==> config.mk <==
export PLATFORM = sky130hd
export DESIGN_NAME = xsleena_irq_ctrl
export DESIGN_NICKNAME = d
export VERILOG_FILES = /design/src/rtl/xsleena_irq_pkg.sv /design/src/rtl/xsleena_irq_src.sv /design/src/rtl/xsleena_irq_ctrl.sv
export SDC_FILE = /design/constraint.sdc
export NUM_CORES = 1
export LEC_CHECK = 0
export BUFFER_PORTS_ARGS = -buffer_cell sky130_fd_sc_hd__buf_2
export CAP_MARGIN = 20
export CORE_ASPECT_RATIO = 0.75
export CORE_UTILIZATION = 49
export CTS_CLUSTER_SIZE = 25
export DETAILED_ROUTE_END_ITERATION = 7
export PLACE_DENSITY = 0.89
export SETUP_SLACK_MARGIN = 0.5
export SLEW_MARGIN = 20
export SYNTH_ARGS = -nofsm -noshare
export SYNTH_HDL_FRONTEND = slang
export SYNTH_SLANG_ARGS = --single-unit
==> constraint.sdc <==
create_clock -name clk -period 1.6 [get_ports clk]
set_input_delay 0.24 -clock clk [delete_from_list [all_inputs] [get_ports clk]]
set_output_delay 0.24 -clock clk [all_outputs]
set_load 0.02 [all_outputs]
==> src/rtl/xsleena_irq_pkg.sv <==
// ---------------------------------------------------------------------------
// xsleena_irq_pkg
//   Shared definitions for the 6809 interrupt request stage.
//   - N_SRC            : number of interrupt sources (NMI, FIRQ, IRQ)
//   - irq_src_e        : source index; doubles as the bit position inside the
//                        en_din / ack_we / pending / enable vectors
//   - irq_state_e      : per-source latch state (IDLE / PEND)
//   - src_vec()        : packs the three source signals in {IRQ,FIRQ,NMI} order
// ---------------------------------------------------------------------------
package xsleena_irq_pkg;

  localparam int N_SRC = 3;

  typedef enum logic [1:0] {
    SRC_NMI  = 2'd0,
    SRC_FIRQ = 2'd1,
    SRC_IRQ  = 2'd2
  } irq_src_e;

  // Integer bit positions for generate loops and vector slicing.
  localparam int BIT_NMI  = 0;
  localparam int BIT_FIRQ = 1;
  localparam int BIT_IRQ  = 2;

  typedef enum logic {
    ST_IDLE = 1'b0,
    ST_PEND = 1'b1
  } irq_state_e;

  // Keeps the {IRQ,FIRQ,NMI} ordering in one place.
  function automatic logic [N_SRC-1:0] src_vec(input logic irq,
                                               input logic firq,
                                               input logic nmi);
    return {irq, firq, nmi};
  endfunction

endpackage

==> src/rtl/xsleena_irq_src.sv <==
// ---------------------------------------------------------------------------
// xsleena_irq_src
//   One interrupt source: rising-edge detector, IDLE/PEND request latch and
//   a saturating counter of edges that arrived while already pending.
//
//   Ports
//     clk       in   1      single clock
//     RSTn      in   1      asynchronous active-low reset
//     src       in   1      raw source level; a rising edge requests
//     gate      in   1      1 = edges may be accepted this cycle
//     en        in   1      effective enable (already includes a same-cycle
//                           enable write); 0 forces the latch to IDLE
//     ack       in   1      acknowledge strobe, clears the latch
//     pending   out  1      latch state, 1 = PEND
//     miss_cnt  out  CNT_W  edges lost because the request was still pending
//
//   Next-state priority (top wins):
//     disabled -> IDLE; edge+ack -> PEND; edge while PEND -> count a miss;
//     edge -> PEND; ack -> IDLE.
// ---------------------------------------------------------------------------
module xsleena_irq_src
  import xsleena_irq_pkg::*;
#(
  parameter int CNT_W = 4
) (
  input  logic             clk,
  input  logic             RSTn,
  input  logic             src,
  input  logic             gate,
  input  logic             en,
  input  logic             ack,
  output logic             pending,
  output logic [CNT_W-1:0] miss_cnt
);

  localparam logic [CNT_W-1:0] CNT_ONE = {{(CNT_W-1){1'b0}}, 1'b1};

  irq_state_e       r_state;
  logic             r_src;
  logic [CNT_W-1:0] r_cnt;

  logic             w_edge;
  logic             w_cnt_max;

  // Gate only qualifies acceptance; the history register tracks the raw
  // level so a gated edge is consumed rather than deferred.
  assign w_edge    = src & ~r_src & gate;
  assign w_cnt_max = &r_cnt;

  always_ff @(posedge clk or negedge RSTn) begin
    if (!RSTn) begin
      // History starts high so a source already high at release is not an edge.
      r_src   <= 1'b1;
      r_state <= ST_IDLE;
      r_cnt   <= '0;
    end else begin
      r_src <= src;
      if (!en) begin
        r_state <= ST_IDLE;
      end else if (w_edge && ack) begin
        // The new request wins over the acknowledge of the old one.
        r_state <= ST_PEND;
      end else if (w_edge) begin
        if (r_state == ST_PEND && !w_cnt_max) begin
          r_cnt <= r_cnt + CNT_ONE;
        end
        r_state <= ST_PEND;
      end else if (ack) begin
        r_state <= ST_IDLE;
      end
    end
  end

  assign pending  = (r_state == ST_PEND);
  assign miss_cnt = r_cnt;

endmodule

==> src/rtl/xsleena_irq_ctrl.sv <==
// ---------------------------------------------------------------------------
// xsleena_irq_ctrl
//   CPU interrupt request stage behind the video timing generator. Turns the
//   timing outputs and an external request into latched, acknowledge-cleared,
//   active-low 6809 interrupt lines.
//     NMI  <- VBLK rising edge
//     FIRQ <- IMS rising edge (optionally suppressed during VBLK)
//     IRQ  <- irq_ext rising edge
//
//   Parameters
//     CNT_W        width of each saturating missed-interrupt counter
//     EN_RST       enable register value after reset, {IRQ,FIRQ,NMI}
//     FIRQ_IN_VBL  1: FIRQ edges accepted in VBLK; 0: ignored while VBLK=1
//
//   Ports
//     clk       in   1        master clock
//     RSTn      in   1        asynchronous active-low reset
//     VBLK      in   1        vertical blank
//     IMS       in   1        FIRQ timing source
//     irq_ext   in   1        external IRQ source
//     en_we     in   1        load en_din into the enable register
//     en_din    in   3        new enables {IRQ,FIRQ,NMI}
//     ack_we    in   3        acknowledge strobes {IRQ,FIRQ,NMI}
//     NMIn      out  1        low while NMI pending
//     FIRQn     out  1        low while FIRQ pending
//     IRQn      out  1        low while IRQ pending
//     pending   out  3        pending flags {IRQ,FIRQ,NMI}
//     enable    out  3        current enable register
//     miss_cnt  out  3*CNT_W  missed counters {IRQ,FIRQ,NMI}
//
//   Handshake: no valid/ready here. en_we and ack_we are single-cycle
//   strobes sampled on the rising clock edge; every strobe bit seen high is
//   acted on in that cycle, independently per source.
// ---------------------------------------------------------------------------
module xsleena_irq_ctrl
  import xsleena_irq_pkg::*;
#(
  parameter int         CNT_W       = 4,
  parameter logic [2:0] EN_RST      = 3'b000,
  parameter bit         FIRQ_IN_VBL = 1'b1
) (
  input  logic                   clk,
  input  logic                   RSTn,
  input  logic                   VBLK,
  input  logic                   IMS,
  input  logic                   irq_ext,
  input  logic                   en_we,
  input  logic [N_SRC-1:0]       en_din,
  input  logic [N_SRC-1:0]       ack_we,
  output logic                   NMIn,
  output logic                   FIRQn,
  output logic                   IRQn,
  output logic [N_SRC-1:0]       pending,
  output logic [N_SRC-1:0]       enable,
  output logic [N_SRC*CNT_W-1:0] miss_cnt
);

  logic [N_SRC-1:0]       r_en;
  logic [N_SRC-1:0]       w_en_next;
  logic [N_SRC-1:0]       w_src;
  logic [N_SRC-1:0]       w_gate;
  logic [N_SRC-1:0]       w_pend;
  logic [N_SRC*CNT_W-1:0] w_miss;

  // A same-cycle enable write already governs the edge seen in that cycle.
  assign w_en_next = en_we ? en_din : r_en;

  always_ff @(posedge clk or negedge RSTn) begin
    if (!RSTn) begin
      r_en <= EN_RST;
    end else begin
      r_en <= w_en_next;
    end
  end

  assign w_src = src_vec(irq_ext, IMS, VBLK);

  always_comb begin
    w_gate           = '1;
    w_gate[BIT_FIRQ] = FIRQ_IN_VBL ? 1'b1 : ~VBLK;
  end

  for (genvar g = 0; g < N_SRC; g++) begin : g_src
    xsleena_irq_src #(
      .CNT_W (CNT_W)
    ) u_src (
      .clk      (clk),
      .RSTn     (RSTn),
      .src      (w_src[g]),
      .gate     (w_gate[g]),
      .en       (w_en_next[g]),
      .ack      (ack_we[g]),
      .pending  (w_pend[g]),
      .miss_cnt (w_miss[g*CNT_W +: CNT_W])
    );
  end

  // Lines are pure inversions of the latch flops: no input-to-output path.
  assign NMIn     = ~w_pend[BIT_NMI];
  assign FIRQn    = ~w_pend[BIT_FIRQ];
  assign IRQn     = ~w_pend[BIT_IRQ];
  assign pending  = w_pend;
  assign enable   = r_en;
  assign miss_cnt = w_miss;

endmodule

==> results.md, run 1 <==
- Status: completed
- I/O Buffers: 32
- Critical path fanouts, max: 4
- Register area share after synthesis: 0.5127
- Final Cycle Share: 0.8261
- Synth Register Bits: 21
- Final WL: 4150 um
- Relative slew margins: 0.6842
- Drt pass-1 iters: 4
- CP peak stage delay: 0.47 ns
- Initial antenna violation count: 0
- Gr usage total: 0.2831
- CP Cell Sequence: ha_4 > nand3_2 > nand3_4 > buf_4 > xnor2_2
- R2R Setup Slk: 0.28 ns
- Peak VDD IR: 833.9 uV
- Leading area contributor after synthesis: dfrtp_1
- Syn Inst Count: 78
- Global route total overflow: 0
- Seq pwr share: 0.447
- Worst skew pair latency: 0.31 ns
- Total number of vias: 1,044
- Clock Sink Count: 21
- Fraction of layout cells with a size suffix above 1: 0.7887
- Clk slew on worst S/H paths: 0.12 ns
- Fin. max-slew vios: 0
- Sw Pwr: 558.2 uW
- Power share of the clock group: 0.166
- Layout Nets: 158
- Synth warn: 0
- Standard-cell rows: 13
- Final count of hold timing violations: 0
- Largest cells by area after synthesis: dfrtp_1, mux2_4, dfstp_2
- Chip width: 55 um
- Net Sw Frac: 0.3501
- CTS Root Cell: clkbuf_4
- CP bufs+invs: 1
- Tightest Hold Check Type: input pin to flop
- RSZ-0062 raised after global routing: yes
- Crit-path slowest cell: dfrtp_2
- Synth top area share: 0.4364
- Gpl congestion: 0.8030
- Yosys cell types: 16
- P&R area growth vs syn: 68.24%
- Post-Place Cell Area: 1261 um2
- CTS tree: done
- Setup-failing EPs final: 0
- Critical Path End Type: flop
- Leak pwr: 0.0008081 uW
- Die ar.: 2296 um2
- Vias in the first global route: 925
- First-pass GRT wire length: 4291 um
- Final min period: 1.322 ns
- Post-route DRC: 0
- Setup TNS: 0 ns
- Largest net degree at the start of global routing: 22
- Int Power: 1036 uW
- Setup Skew: 0.002458 ns
- Clock buffer count from CTS: 3
- Max Clk Rate: 756.6 MHz
- Hold slack final: 0.04330 ns
- Crit path max-delay family: flip-flops
- Crit path arrival time: 1.54 ns
- Synth Area per Inst: 13.23 um2
- Crit start category: flop
- Crit path required time: 1.82 ns
- Drt initial violations: 29
- Starting Density: 0.5567
- Setup CP Type: flop to flop
- Area of the mapped netlist: 1032 um2
- Syn Nets: 93
- Final ANT Viol Nets: 0
- Final instance area: 1737 um2
- CTS max path bufs: 2
- DP HPWL: 1530 um
- Max Cap Viol: 0
- Placeable Area: 1854 um2
- Wire per inst: 25.30 um
- Least-Margin Pin Slew: 0.4737 ns
- H-Tree Depth: 1
- # IOs: 33
- Comb pwr share: 0.387
- Routed vias/inst: 6.366
- Height of the die: 41.75 um
- Ant diodes: 0
- Pwr/cell area: 918.1 nW/um2
[Yosys cell counts (all sizes together)]
library cell and n:
a41oi 6, dfstp 3, and3 3, o22ai 3
xnor2 3, a31oi 6, ha 3, nand3 6
and4bb 3, inv 6, mux2 6, buf 3
dfrtp 18, nor2b 6, and2 3
[sequential cells by signal (all words and copies together), names as in the netlist]
signal and count:
g_src.u_src.pending 3, g_src.u_src.miss_cnt 12, enable 3, g_src.u_src.r_src 3
[metrics by stage]
stage / total power (uW) / cells / util / worst slack, ns
floorplan: 923.8 / 78 / - / 0.3634
global placement: 1041 / 129 / 0.6802 / 0.3538
detailed placement: 1056 / 129 / 0.6802 / 0.3187
CTS: 1457 / 152 / 0.8441 / 0.3669
global route: 1650 / 164 / 0.9366 / 0.2580
finish: 1594 / 164 / 0.9366 / 0.2782
[routing by layer]
layer	track usage	wire length, um
met1	0.3009	1474
met4	0.1650	222
met3	0.08059	428
met5	0	0
met2	0.4795	2025
[path summary, 6_finish.rpt]
path	to	cells past startpoint	start
worst max-delay path	g_src[0].u_src.miss_cnt[0]$_DFFE_PN0P_	5	g_src[0].u_src.miss_cnt[0]$_DFFE_PN0P_
worst min-delay path	g_src[0].u_src.r_src$_DFF_PN1_	1	VBLK
worst max register to register	g_src[0].u_src.miss_cnt[0]$_DFFE_PN0P_	5	g_src[0].u_src.miss_cnt[0]$_DFFE_PN0P_
worst min register to register	g_src[1].u_src.miss_cnt[0]$_DFFE_PN0P_	1	g_src[1].u_src.miss_cnt[0]$_DFFE_PN0P_
max in group asynchronous	g_src[2].u_src.r_src$_DFF_PN1_	2	RSTn
min in group asynchronous	g_src[2].u_src.miss_cnt[2]$_DFFE_PN0P_	2	RSTn
[timing repair]
action / CTS / global route
endpoints found under the setup margin: 30 / 35
pin swaps: 9 / 8
hold endpoints to repair: 18 / 0
hold buffers: 1 / 0
resized for setup: 43 / 15
buffers inserted: 18 / 12
[logic make-up (layout without fill, tap and decap cells)]
family          Yosys count  after routing  synth area share
flops                    21             21            0.5127
simple gates             21             21            0.1891
compound gates           15             15            0.1055
buf+inv                   9             73           0.04363
mux                       6              6           0.08728
fa+ha+maj                 3              3           0.03637
xor+xnor                  3              3           0.02546
[power by group through the flow]
stage | Combinational (uW) | Sequential, uW | Clock (uW)
6_report | 617 | 713 | 265
5_1_grt | 643 | 719 | 289
4_1_cts | 488 | 701 | 268
3_5_place_dp | 354 | 702 | 0
3_3_place_gp | 342 | 698 | 0
2_1_floorplan | 159 | 765 | 0
[cell type report]
cell class	instances	area [um2]
multi-input cells	48	595.6
flip-flops and latches	21	543.0
repair buffers	63	521.8
fillers	56	117.6
well taps	22	27.53
clock buffers	4	26.28
inverters	6	22.52
[placed cells by master (no fill, tap or decap)]
| master | count |
|---|---|
| a31oi_2 | 3 |
| xnor2_2 | 2 |
| dfstp_2 | 3 |
| mux2_4 | 6 |
| buf_6 | 21 |
| clkbuf_1 | 1 |
| inv_2 | 3 |
| inv_1 | 3 |
| dfrtp_1 | 7 |
| xnor2_1 | 1 |
| dfrtp_2 | 11 |
| and2_2 | 2 |
| and3_4 | 1 |
| a31oi_4 | 1 |
| a31oi_1 | 2 |
| dlygate4sd3_1 | 1 |
| buf_4 | 28 |
| and4bb_4 | 3 |
| buf_2 | 13 |
| ha_4 | 3 |
| nor2b_1 | 6 |
| and3_1 | 2 |
| nand3_4 | 5 |
| o22ai_1 | 3 |
| a41oi_1 | 4 |
| a41oi_2 | 2 |
| and2_4 | 1 |
| clkbuf_4 | 3 |
| nand3_2 | 1 |
No activity file was read; power rests on OpenSTA's default activity.
==> run 2, diff against run 1 <==
--- a/config.mk
+++ b/config.mk
@@ -5,13 +5,14 @@
 export SDC_FILE = /design/constraint.sdc
 export NUM_CORES = 1
 export LEC_CHECK = 0
+export ABC_AREA = 1
 export BUFFER_PORTS_ARGS = -buffer_cell sky130_fd_sc_hd__buf_2
 export CAP_MARGIN = 20
 export CORE_ASPECT_RATIO = 0.75
-export CORE_UTILIZATION = 49
+export CORE_UTILIZATION = 44
 export CTS_CLUSTER_SIZE = 25
 export DETAILED_ROUTE_END_ITERATION = 7
-export PLACE_DENSITY = 0.89
+export PLACE_DENSITY = 0.85
 export SETUP_SLACK_MARGIN = 0.5
 export SLEW_MARGIN = 20
 export SYNTH_ARGS = -nofsm -noshare
==> constraint.sdc (replaced) <==
create_clock -name clk -period 1.1 [get_ports clk]
set_input_delay 0.165 -clock clk [delete_from_list [all_inputs] [get_ports clk]]
set_output_delay 0.165 -clock clk [all_outputs]
set_load 0.02 [all_outputs]
==> run 2 against run 1 <==
- the flow now finishes with violations (hold timing, setup timing)
- via count up 7.9%
- sequential share of layout area is 0.15 points higher
- worst hold slack got worse by 0.27 ns
- global-route usage is 0.35 points higher
- combinational power shrank 2%
- final cell count up 33%
- non-clock buffer count fell by 5
- die area rose by 13%
- sequential power up 28%
- area after synthesis is 1.8% higher
- largest power group unchanged
==> results.md, run 2 <==
- Final count of hold timing violations: 18 (+18)
- Wire per inst: 16.00 um (-37%)
- Post-synthesis simple-gate area fraction: 0.3190 (+0.1300)
- Placeable Area: 2120 um2 (+14%)
- RSZ-0062 raised after global routing: yes
- Synth Area per Inst: 8.276 um2 (-37%)
- Synth Register Bits: 21 (unchanged)
- Main combinational cell family by area after synthesis: simple AND/OR/NAND/NOR gates
- Routed vias/inst: 5.165 (-19%)
- CTS Root Cell: clkbuf_4
- Worst skew pair latency: 0.33 ns (+0.02 ns)
- Dpl ws: -0.04296 ns (-0.3617 ns)
- CTS tree: done
- DP HPWL: 1755 um (+15%)
- Hold slack final: -0.2237 ns (-0.2670 ns)
- Setup CP Type: flop to flop
- Mux cell area share after synthesis: 0 (-0.08727)
- Drt pass-1 iters: 4 (unchanged)
- Global route total overflow: 0 (unchanged)
- Area of the mapped netlist: 1051 um2 (+1.8%)
- # IOs: 33 (unchanged)
- Clock Sink Count: 21 (unchanged)
- Number of synthesized flops with an enable pin: 0 (unchanged)
- Relative slew margins: 0.6816 (-0.002629)
- Fraction of layout cells with a size suffix above 1: 0.5753 (-0.2135)
- Setup Skew: 0.009532 ns (+0.007073 ns)
- Final Cycle Share: 1.109 (+0.2829)
- Gr usage total: 0.2865 (+0.003474)
- CP Cell Sequence: ha_4 > nand3_2 > nand2_2 > nor2_4 > nand3_1 > nand2_1
- Cell with the most instances after synthesis: nand2_1
- Least-Margin Pin Slew: 0.4777 ns (+0.003944 ns)
- Synth top cells by count: nand2_1, dfrtp_1, inv_1, nand3_1
- Critical Path End Type: flop
- Non-filler instance count after layout: 218 (+33%)
- Standard-cell rows: 14 (+1)
- CP peak stage delay: 0.45 ns (-0.02 ns)
- P&R area growth vs syn: 65.95%
- Total number of vias: 1,126 (+7.9%)
- Post-route DRC: 0 (unchanged)
- Max reg flops: 12 (unchanged)
- I/O Buffers: 32 (unchanged)
- Dpl cells: 190 (+47%)
- Crit path max-delay family: simple AND/OR/NAND/NOR gates
- Final min period: 1.220 ns (-0.1018 ns)
- Chip width: 58.44 um (+6.2%)
- Syn Nets: 142 (+53%)
- Clock buffer count from CTS: 3 (unchanged)
- Commonest non-fill, non-tap cells in the layout: nand2_1, buf_6, buf_4
- Gpl congestion: 0.8004 (-0.32%)
- Leading area contributor after synthesis: dfrtp_1
- Final WL: 3487 um (-16%)
- Vias in the first global route: 1,162 (+26%)
- Clk slew on worst S/H paths: 0.12 ns (about the same)
- Hold bufs inserted after CTS: 3 (+2)
- Commonest non-fill, non-tap cell in the layout: nand2_1
- Failing checks: hold timing, setup timing
- Critical Path Stages: 6 (+1)
- Tightest Hold Check Type: input pin to asynchronous set/reset pin
- Height of the die: 44.33 um (+6.2%)
- Leak pwr: 0.0008877 uW (+9.8%)
- Crit-path slowest cell: dfrtp_2
- Syn Inst Count: 127 (+63%)
- Status: finished with violations
- Starting Density: 0.4959 (-0.06081)
- Setup-failing EPs final: 19 (+19)
- Die ar.: 2590 um2 (+13%)
- Xor/xnor cell area share of the yosys netlist: 0.04167 (+0.01621)
- Setup TNS: -1.091 ns (-1.091 ns)
- Synth warn: 0 (unchanged)
- Compound-Gate Fraction of Synth Area: 0.01429 (-0.09117)
- Post-Place Cell Area: 1335 um2 (+5.9%)
- Largest net degree at the start of global routing: 22 (unchanged)
- Yosys cell types: 15 (-1)
- Critical path fanouts, max: 4 (unchanged)
- Final ANT Viol Nets: 0 (unchanged)
- Synth top area share: 0.4286 (-0.007792)
- Final instance area: 1744 um2 (+0.43%)
- H-Tree Depth: 1 (unchanged)
- Asr flop ratio synth: 1.000 (unchanged)
- Max Clk Rate: 819.7 MHz (+8.3%)
- Synth Flop Type: dfrtp_1
- Crit path arrival time: 1.49 ns (-0.05 ns)
- R2R cell count: 6 (+1)
- CTS max path bufs: 2 (unchanged)
- Largest cells by area after synthesis: dfrtp_1, nand2_1, dfstp_2
- CP bufs+invs: 0 (-1)
- Setup slack after layout: -0.1199 ns (-0.3982 ns)
- Register area share after synthesis: 0.5036 (-0.009156)
- Ant diodes: 0 (unchanged)
- Max Cap Viol: 0 (unchanged)
- Final Util: 0.8229 (-0.1137)
- Layout Nets: 202 (+28%)
- R2R Setup Slk: -0.12 ns (-0.40 ns)
- Fin. max-slew vios: 0 (unchanged)
- Crit start category: flop
- Peak VDD IR: 622.8 uV (-25%)
- Initial antenna violation count: 0 (unchanged)
- Pwr/cell area: 1096 nW/um2 (+19%)
- Drt initial violations: 34 (+17%)
- Crit path required time: 1.37 ns (-0.45 ns)
- First-pass GRT wire length: 5223 um (+22%)
- Post-Synth Adder-Cell Area: 0.03571 (-0.0006494)
-- run 2: cell families after synthesis --
family          Yosys count
buf+inv                  21
xor+xnor                  5
fa+ha+maj                 3
flops                    21
simple gates             74
compound gates            3
-- run 2: through the flow --
step / hold slack, ns / total power (uW)
global placement: 0.1475 / 1252
detailed placement: 0.1536 / 1277
finish: -0.2237 / 1912
floorplan: -0.1306 / 1130
CTS: -0.1968 / 1817
global route: -0.1911 / 1988
-- run 2: timing repair --
action	CTS	global route
endpoints found under the setup margin	39	40
buffers inserted	15	6
pin swaps	6	9
endpoints found under the hold margin	21	18
resized for setup	49	10
-- run 2: layout make-up --
class                      count  area (um2)
sequential                    21       548.0
multi-input combinational     85       546.8
timing repair buffer          58       515.5
fill                         115       375.4
inverter                      18       67.56
tap                           32       40.04
clock buffer                   4       26.28
-- run 2: layer usage --
| layer | global-route usage | wire, um | share of wire | vias up |
|---|---|---|---|---|
| met3 | 0.09649 | 222 | 0.064 | 20 |
| li1 | - | - | - | 506 |
| met1 | 0.2938 | 1261 | 0.36 | 539 |
| met4 | 0.1667 | 161 | 0.046 | 0 |
| met5 | 0 | 0 | 0 | - |
| met2 | 0.5172 | 1841 | 0.53 | 61 |
-- run 2: where the power goes --
group	internal [uW]	leakage, uW	switching, uW
registers	841	0.000250	69.8
clock network	142	0.0000150	252
logic	307	0.000622	299
total	1290	0.000888	621
-- run 2: final timing paths --
path	start	end
max	g_src[2].u_src.miss_cnt[1]$_DFFE_PN0P_	g_src[2].u_src.miss_cnt[2]$_DFFE_PN0P_
min	RSTn	g_src[0].u_src.miss_cnt[2]$_DFFE_PN0P_
max reg2reg	g_src[2].u_src.miss_cnt[1]$_DFFE_PN0P_	g_src[2].u_src.miss_cnt[2]$_DFFE_PN0P_
min reg2reg	enable[1]$_DFF_PN0_	enable[1]$_DFF_PN0_
max in group asynchronous	RSTn	g_src[0].u_src.miss_cnt[3]$_DFFE_PN0P_
min in group clk	en_din[1]	enable[1]$_DFF_PN0_
